### src/rtl/csa_mult_pkg.sv
// Shared types and helpers for the sequential carry-save multiplier.
package csa_mult_pkg;

    typedef enum logic [1:0] {
        IDLE,
        COMPRESS,
        RESOLVE,
        HOLD
    } state_t;

    // Width of the compress-cycle counter; never narrower than one bit.
    function automatic int cnt_width(input int width, input int pp);
        int n;
        n = width / pp;
        return (n > 1) ? $clog2(n) : 1;
    endfunction

endpackage

### src/rtl/csa_row.sv
// N-bit 3:2 compressor row: one full adder per bit, carry returned unshifted.
module csa_row #(
    parameter int N = 16
) (
    input  logic [N-1:0] x,
    input  logic [N-1:0] y,
    input  logic [N-1:0] z,
    output logic [N-1:0] sum,
    output logic [N-1:0] carry
);

    for (genvar i = 0; i < N; i++) begin : g_fa
        assign sum[i]   = x[i] ^ y[i] ^ z[i];
        assign carry[i] = (x[i] & y[i]) | (x[i] & z[i]) | (y[i] & z[i]);
    end

endmodule

### src/rtl/csa_mult_seq.sv
// Sequential carry-save multiplier folding PP_PER_CYCLE partial products per cycle.
// Define CSA_MULT_ACC_EN to add the acc port and compute (a*b + acc) mod 2^(2*WIDTH).
module csa_mult_seq
    import csa_mult_pkg::*;
#(
    parameter int WIDTH        = 8,
    parameter int PP_PER_CYCLE = 2
) (
    input  logic                 clk,
    input  logic                 rst_n,
    input  logic                 in_valid,
    output logic                 in_ready,
    input  logic [WIDTH-1:0]     a,
    input  logic [WIDTH-1:0]     b,
`ifdef CSA_MULT_ACC_EN
    input  logic [2*WIDTH-1:0]   acc,
`endif
    output logic                 out_valid,
    input  logic                 out_ready,
    output logic [2*WIDTH-1:0]   product
);

    localparam int PW = 2 * WIDTH;
    localparam int CW = cnt_width(WIDTH, PP_PER_CYCLE);
    localparam logic [CW-1:0] CNT_INIT = CW'(WIDTH / PP_PER_CYCLE - 1);

    if (WIDTH < 2 || PP_PER_CYCLE < 1 || (WIDTH % PP_PER_CYCLE) != 0) begin : g_param_check
        $error("csa_mult_seq: WIDTH must be >= 2 and a multiple of PP_PER_CYCLE");
    end

    state_t           state;
    logic [PW-1:0]    a_sh;
    logic [WIDTH-1:0] b_sh;
    logic [PW-1:0]    sum_q;
    logic [PW-1:0]    carry_q;
    logic [CW-1:0]    cnt;
    logic [PW-1:0]    sum_init;
    logic [PW-1:0]    sum_next;
    logic [PW-1:0]    carry_next;
    logic             take;

`ifdef CSA_MULT_ACC_EN
    assign sum_init = acc;
`else
    assign sum_init = '0;
`endif

    // Each row folds one partial product into the running sum/carry pair.
    for (genvar j = 0; j < PP_PER_CYCLE; j++) begin : g_row
        logic [PW-1:0] s_in;
        logic [PW-1:0] c_in;
        logic [PW-1:0] pp;
        logic [PW-1:0] rs;
        logic [PW-1:0] rc;
        logic [PW-1:0] c_out;

        if (j == 0) begin : g_first
            assign s_in = sum_q;
            assign c_in = carry_q;
        end else begin : g_next
            assign s_in = g_row[j-1].rs;
            assign c_in = g_row[j-1].c_out;
        end

        assign pp    = (a_sh << j) & {PW{b_sh[j]}};
        assign c_out = {rc[PW-2:0], 1'b0};

        csa_row #(.N(PW)) u_row (
            .x     (s_in),
            .y     (c_in),
            .z     (pp),
            .sum   (rs),
            .carry (rc)
        );
    end

    assign sum_next   = g_row[PP_PER_CYCLE-1].rs;
    assign carry_next = g_row[PP_PER_CYCLE-1].c_out;

    assign in_ready = rst_n & ((state == IDLE) | ((state == HOLD) & out_ready));
    assign take     = in_valid & in_ready;

    always_ff @(posedge clk or negedge rst_n) begin
        if (!rst_n) begin
            state     <= IDLE;
            a_sh      <= '0;
            b_sh      <= '0;
            sum_q     <= '0;
            carry_q   <= '0;
            cnt       <= '0;
            product   <= '0;
            out_valid <= 1'b0;
        end else if (take) begin
            // A transfer from HOLD overlaps with the output handshake.
            state     <= COMPRESS;
            a_sh      <= {{WIDTH{1'b0}}, a};
            b_sh      <= b;
            sum_q     <= sum_init;
            carry_q   <= '0;
            cnt       <= CNT_INIT;
            out_valid <= 1'b0;
        end else begin
            case (state)
                COMPRESS: begin
                    sum_q   <= sum_next;
                    carry_q <= carry_next;
                    a_sh    <= a_sh << PP_PER_CYCLE;
                    b_sh    <= b_sh >> PP_PER_CYCLE;
                    cnt     <= cnt - 1'b1;
                    if (cnt == '0) begin
                        state <= RESOLVE;
                    end
                end
                RESOLVE: begin
                    product   <= sum_q + carry_q;
                    out_valid <= 1'b1;
                    state     <= HOLD;
                end
                HOLD: begin
                    if (out_ready) begin
                        out_valid <= 1'b0;
                        state     <= IDLE;
                    end
                end
                default: begin
                    state <= IDLE;
                end
            endcase
        end
    end

endmodule

### config.mk
export PLATFORM = sky130hd
export DESIGN_NAME = csa_mult_seq
export DESIGN_NICKNAME = d
export VERILOG_FILES = /design/src/rtl/csa_mult_pkg.sv /design/src/rtl/csa_row.sv /design/src/rtl/csa_mult_seq.sv
export SDC_FILE = /design/constraint.sdc
export NUM_CORES = 1
export LEC_CHECK = 0
export ABC_AREA = 1
export CORE_MARGIN = 5
export CORE_UTILIZATION = 50
export DETAILED_ROUTE_END_ITERATION = 8
export HOLD_SLACK_MARGIN = 0.02
export PLACE_DENSITY_LB_ADDON = 0.2
export SKIP_LAST_GASP = 1
export SLEW_MARGIN = 20
export SYNTH_ARGS = -nofsm -noshare
export SYNTH_HDL_FRONTEND = slang
export SYNTH_SLANG_ARGS = --single-unit
### constraint.sdc
create_clock -name clk -period 2.4 [get_ports clk]
set_input_delay 0.24 -clock clk [delete_from_list [all_inputs] [get_ports clk]]
set_output_delay 0.24 -clock clk [all_outputs]
set_load 0.03 [all_outputs]
# Word-level counts from Yosys, hierarchy flattened
# Cells that the tools add are included.
dict set report totals {
  regBits 77
  latch_bits 0
  mem_bits_rw 0
  romBits 0
  in_bits 20
  mem_count 0
}
dict set report op_classes {
  addsub 2
  multipliers 0
  div 0
  magnitude_cmp 0
  eq_ne 5
  n_shift 0
  mux 17
  n_bitwise 216
  reduce_logical 7
}
# cell count
set op_table {}
lappend op_table {{two-way mux 16 bit} 6}
lappend op_table {{AND 1 bit} 91}
lappend op_table {{bitwise XOR 1 bit} 63}
lappend op_table {{OR 1 bit} 59}
lappend op_table {{AND 16 bit} 2}
lappend op_table {{adder 16 bit} 1}
lappend op_table {{two-way mux 8 bit} 2}
lappend op_table {{two-way mux 2 bit} 5}
lappend op_table {{!= test 3 bit, second input constant} 2}
lappend op_table {{case mux 2 bit (3 select lines)} 1}
lappend op_table {{AND reduction 2 bit} 3}
lappend op_table {{== test 2 bit, second input constant} 2}
lappend op_table {{zero test 2 bit} 2}
lappend op_table {{nonzero test 3 bit} 1}
lappend op_table {{== test 2 x 1 -> 1 bit, second input constant} 1}
lappend op_table {{two-way mux 1 bit} 2}
lappend op_table {{case mux 1 bit (2 select lines)} 1}
lappend op_table {{nonzero test 2 bit} 1}
lappend op_table {{subtractor 2 x 1 -> 2 bit, second input constant} 1}
lappend op_table {{inverter 1 bit} 1}

# Depth between registers and ports, before layout
dict set report depth {
  word_depth 9
  ltp_mapped 12
  mapped_depth_nobuf 11
}

# Modules after synthesis
# From an unflattened synthesis, not the netlist that was laid out.
dict set report hier_totals {
  hier_cells 654
  hier_area_um2 5108.6
}
# module n_inst cells_per_inst area_per_inst_um2 seq_area_each_um2
set modules_own_cells {}
lappend modules_own_cells {csa_mult_seq 1 622 4468.0 1901.8}
lappend modules_own_cells {csa_row 2 16 320.3 0.0}

# Least setup slack after synthesis
# No wires, ideal clock.
dict set report synth_timing {
  path_kind {register -> register}
  startpoint {reg b_sh[0]}
  endpoint {reg sum_q[3], in the netlist g_row[0].s_in[3]}
  arrival_time_ns 1.957
  required_time_ns 2.275
  slack_ns 0.318
  stages_incl_launch_ff 7
  n_path_buf 2
  path_cell_list {dfrtp_1 > clkbuf_1 > clkbuf_1 > nand2_1 > fa_1 > fa_1 > o22ai_1}
}
dict set report synth_between {
  elab_chain_cells 8
}
# item line_no
set synth_rtl {}
lappend synth_rtl {{start: declaration} csa_mult_seq.sv:33} ;# logic [WIDTH-1:0] b_sh;
lappend synth_rtl {{start signal: assignment} csa_mult_seq.sv:108} ;# b_sh <= b_sh >> PP_PER_CYCLE;
lappend synth_rtl {{AND 16 bit *} csa_mult_seq.sv:65} ;# assign pp = (a_sh << j) & {PW{b_sh[j]}};
lappend synth_rtl {{AND 1 bit} csa_row.sv:14} ;# assign carry[i] = (x[i] & y[i]) | (x[i] & z[i]) | (y[i] & z[i]);
lappend synth_rtl {{OR 1 bit (2 in a row)} csa_row.sv:14}
lappend synth_rtl {{bitwise XOR 1 bit * (2 in a row)} csa_row.sv:13} ;# assign sum[i] = x[i] ^ y[i] ^ z[i];
lappend synth_rtl {{two-way mux 16 bit *} csa_mult_seq.sv:103} ;# case (state)
lappend synth_rtl {{two-way mux 16 bit *} csa_mult_seq.sv:93} ;# end else if (take) begin
lappend synth_rtl {{end signal: assignment} csa_mult_seq.sv:98} ;# sum_q <= sum_init;
lappend synth_rtl {{end signal: assignment} csa_mult_seq.sv:105} ;# sum_q <= sum_next;
lappend synth_rtl {{end: declaration} csa_mult_seq.sv:34} ;# logic [PW-1:0] sum_q;
# Mark *: on every way between the ends. The rest lies on a longest branch, timed or not. The select of a mux whose other input is x is not followed.
# A chain may end at the register's enable or synchronous reset.

# Final worst setup path
dict set report layout_timing {
  startpoint {reg state[0]}
  endpoint {out in_ready}
}
dict set report layout_between {
  elab_chain_cells 4
}
# item line_no
set layout_rtl {}
lappend layout_rtl {{start: declaration} csa_mult_seq.sv:31} ;# state_t state;
lappend layout_rtl {{start signal: assignment} csa_mult_seq.sv:85} ;# state <= IDLE;
lappend layout_rtl {{start signal: assignment} csa_mult_seq.sv:95} ;# state <= COMPRESS;
lappend layout_rtl {{start signal: assignment} csa_mult_seq.sv:111} ;# state <= RESOLVE;
lappend layout_rtl {{== test 2 bit} csa_mult_seq.sv:80} ;# assign in_ready = rst_n & ((state == IDLE) | ((state == HOLD) & out_ready));
lappend layout_rtl {{AND 1 bit} csa_mult_seq.sv:80}
lappend layout_rtl {{OR 1 bit *} csa_mult_seq.sv:80}
lappend layout_rtl {{AND 1 bit *} csa_mult_seq.sv:80}
lappend layout_rtl {{end: declaration} csa_mult_seq.sv:12} ;# output logic in_ready,
# Mark *: on every way between the ends. The rest lies on a longest branch, timed or not.

==> results.json <==
{
  "r2r_slack_ns": 0.28,
  "vias": 3406,
  "p_leak_nw": 2.535,
  "cp.arrival_ns": 1.93,
  "clock-root-buffer": "clkbuf_8",
  "first_pass_iters": 4,
  "grt_pass1_wl_um": 16820,
  "end_kind": "primary output",
  "layout_common_cells": "nand2_1, inv_1, dfrtp_1",
  "first_iter_violations": 136,
  "maxCapViolations": 0,
  "seq_area_frac_synth": 0.4115,
  "ctsResizeCount": 0,
  "cp_slowest_cell": "clkdlybuf4s50_1",
  "chipWidth_um": 105.5,
  "p_comb_frac": 0.444,
  "tns_ns": 0,
  "power_mw": 5.934,
  "start_util": 0.5179,
  "intPower_mw": 3.418,
  "rsz0062_at_grt": "no",
  "finalMaxSlewViolations": 0,
  "cts_buffers": 9,
  "dp.final_hpwl_um": 6969,
  "max_stage_delay_ns": 0.68,
  "fmax_ghz": 0.4609,
  "hold_class": "in -> async",
  "tightest_slew_ns": 0.7244,
  "synth-warning-count": 0,
  "overflow": 0,
  "relSlewSlack": 0.5171,
  "whs_ns": 0.2875,
  "grt_usage": 0.1846,
  "syn_inst": 527,
  "hold_viol": 0,
  "grt_antenna_before_repair": 0,
  "post_drt_wl_per_cell_um": 13.78,
  "synthDistinctLibCells": 29,
  "reg2regPathDepth": 5,
  "p_sw_mw": 2.516,
  "utilization": 0.5901,
  "crit_chain": "inv_1 -> ha_1 -> inv_1 -> nand2_1 -> nand2_1 -> inv_2 -> clkdlybuf4s50_1",
  "p_clk_frac": 0.205,
  "min_period_over_period": 0.9041,
  "drive_above_1_share": 0.05115,
  "wirelength_um": 9304,
  "reg2reg_to": "g_row[0].s_in[2]$_DFFE_PN0P_",
  "seq_power_share": 0.351,
  "path_class": "reg -> out",
  "setup_viol": 0,
  "cts_tree": "built",
  "n_antenna_cell": 0,
  "gp_congestion": 0.8338,
  "crit_family": "buffers and inverters",
  "area_growth_pct": 13.94,
  "clkLatencyLatePin_ns": 0.35,
  "synth_nets": 595,
  "synth_seq_cells": 75,
  "start_kind": "register",
  "power_density_nw_per_um2": 1142,
  "place.port_buffers": 37,
  "critical_path_buf_inv_count": 4,
  "io_pins": 38,
  "cp.required_ns": 2.16,
  "cts_buffer_depth": 2,
  "cts.sink_count": 75,
  "syn_area_um2": 4561,
  "ir_drop_mv": 0.4827,
  "final_area_um2": 5196,
  "final_common_cell": "nand2_1",
  "grt_max_degree": 59,
  "dieArea_um2": 11130,
  "drc_errors": 0,
  "core_area_um2": 8806,
  "ant_nets": 0,
  "via_per_inst": 5.046,
  "h-tree-depth": 3,
  "postSynthAreaPerCell_um2": 8.654,
  "path_clk_slew_ns": 0.08,
  "final_nets": 630,
  "rows": 34,
  "grt_pass1_vias": 3557,
  "critPathMaxFanout": 3,
  "status": "finished clean",
  "p_sw_frac": 0.4240,
  "die-height_um": 105.5,
  "postCtsSetupBuffers": 0,
  "r2r-start": "b_sh[0]$_DFFE_PN0P_",
  "layout_min_cycle_time_ns": 2.170,
  "clock_skew_ns": 0.009078,
  "placed_area_um2": 4938
}
-- sequential cells by signal (all words and copies together) (netlist names) --
register / flops
a_sh: 16
b_sh: 8
carry_q: 14
cnt: 2
g_row.s_in: 16
out_valid: 1
product: 16
state: 2
-- cell families after synthesis --
| family | share of synthesized area |
|---|---|
| simple gates | 0.1937 |
| flops | 0.4115 |
| buf+inv | 0.1065 |
| fa+ha+maj | 0.1778 |
| xor+xnor | 0.01536 |
| compound gates | 0.09520 |
-- repair_timing --
| item | in CTS | in global routing |
|---|---|---|
| endpoints found under the hold margin | 17 | 0 |
| endpoints found under the setup margin | 0 | 0 |
| hold buffers | 1 | 0 |
-- final cells by class --
class	instances	area, um^2
flip-flops and latches	75	1877
repair buffers	42	407.9
inverters	88	330.3
clock inverters	7	123.9
clock buffers	9	123.9
well taps	108	135.1
fillers	811	3610
multi-input cells	346	2198
-- power by group through the flow --
stage | combinational, mW | sequential (mW) | clock [mW]
2_1_floorplan | 1.92 | 2.19 | 0
3_3_place_gp | 2.57 | 2.10 | 0
3_5_place_dp | 2.66 | 2.11 | 0
4_1_cts | 2.68 | 2.08 | 1.24
5_1_grt | 3.03 | 2.16 | 1.30
6_report | 2.64 | 2.08 | 1.21
-- worst max path at each step --
stage | cells past startpoint | endpoint | start | slack (ns)
6_report | 7 | in_ready | state[0]$_DFFE_PN0P_ | 0.23
3_3_place_gp | 5 | g_row[0].s_in[2]$_DFFE_PN0P_ | b_sh[0]$_DFFE_PN0P_ | 0.34
3_5_place_dp | 5 | g_row[0].s_in[2]$_DFFE_PN0P_ | b_sh[0]$_DFFE_PN0P_ | 0.29
4_1_cts | 7 | in_ready | state[0]$_DFFE_PN0P_ | 0.20
5_1_grt | 7 | in_ready | state[0]$_DFFE_PN0P_ | 0.13
2_1_floorplan | 6 | g_row[0].s_in[3]$_DFFE_PN0P_ | b_sh[0]$_DFFE_PN0P_ | 0.32
-- metrics by stage --
step | setup WS (ns) | cells
2_1_floorplan | 0.3179 | 527
3_3_place_gp | 0.3428 | 658
3_5_place_dp | 0.2921 | 658
4_1_cts | 0.1972 | 675
5_1_grt | 0.1282 | 675
6_report | 0.2302 | 675
-- Yosys cell counts, drive strengths merged --
cell	number	share of area
nand2	173	0.15
inv	88	0.072
dfrtp	75	0.41
fa	28	0.12
nand3	23	0.025
o21ai	23	0.025
o22ai	23	0.032
ha	20	0.055
nor2	17	0.014
a21oi	12	0.013
buf	9	0.022
clkbuf	9	0.012
a22o	5	0.0096
o211ai	5	0.0082
xnor2	5	0.0096
nand4	3	0.0041
xor2	3	0.0058
a21o	1	0.0016
a22oi	1	0.0027
a31oi	1	0.0014
nand3b	1	0.0016
o21a	1	0.0016
or2	1	0.0014
-- per-layer routing --
layer / global-route usage / part of all wire / vias to the layer above
li1: - / - / 1720
met3: 0.02751 / 0.031 / 10
met4: 0.06013 / 0.011 / 0
met5: 0 / 0 / -
met1: 0.2698 / 0.51 / 1612
met2: 0.2842 / 0.45 / 64
Note: power is estimated with default switching activity, not from simulation.
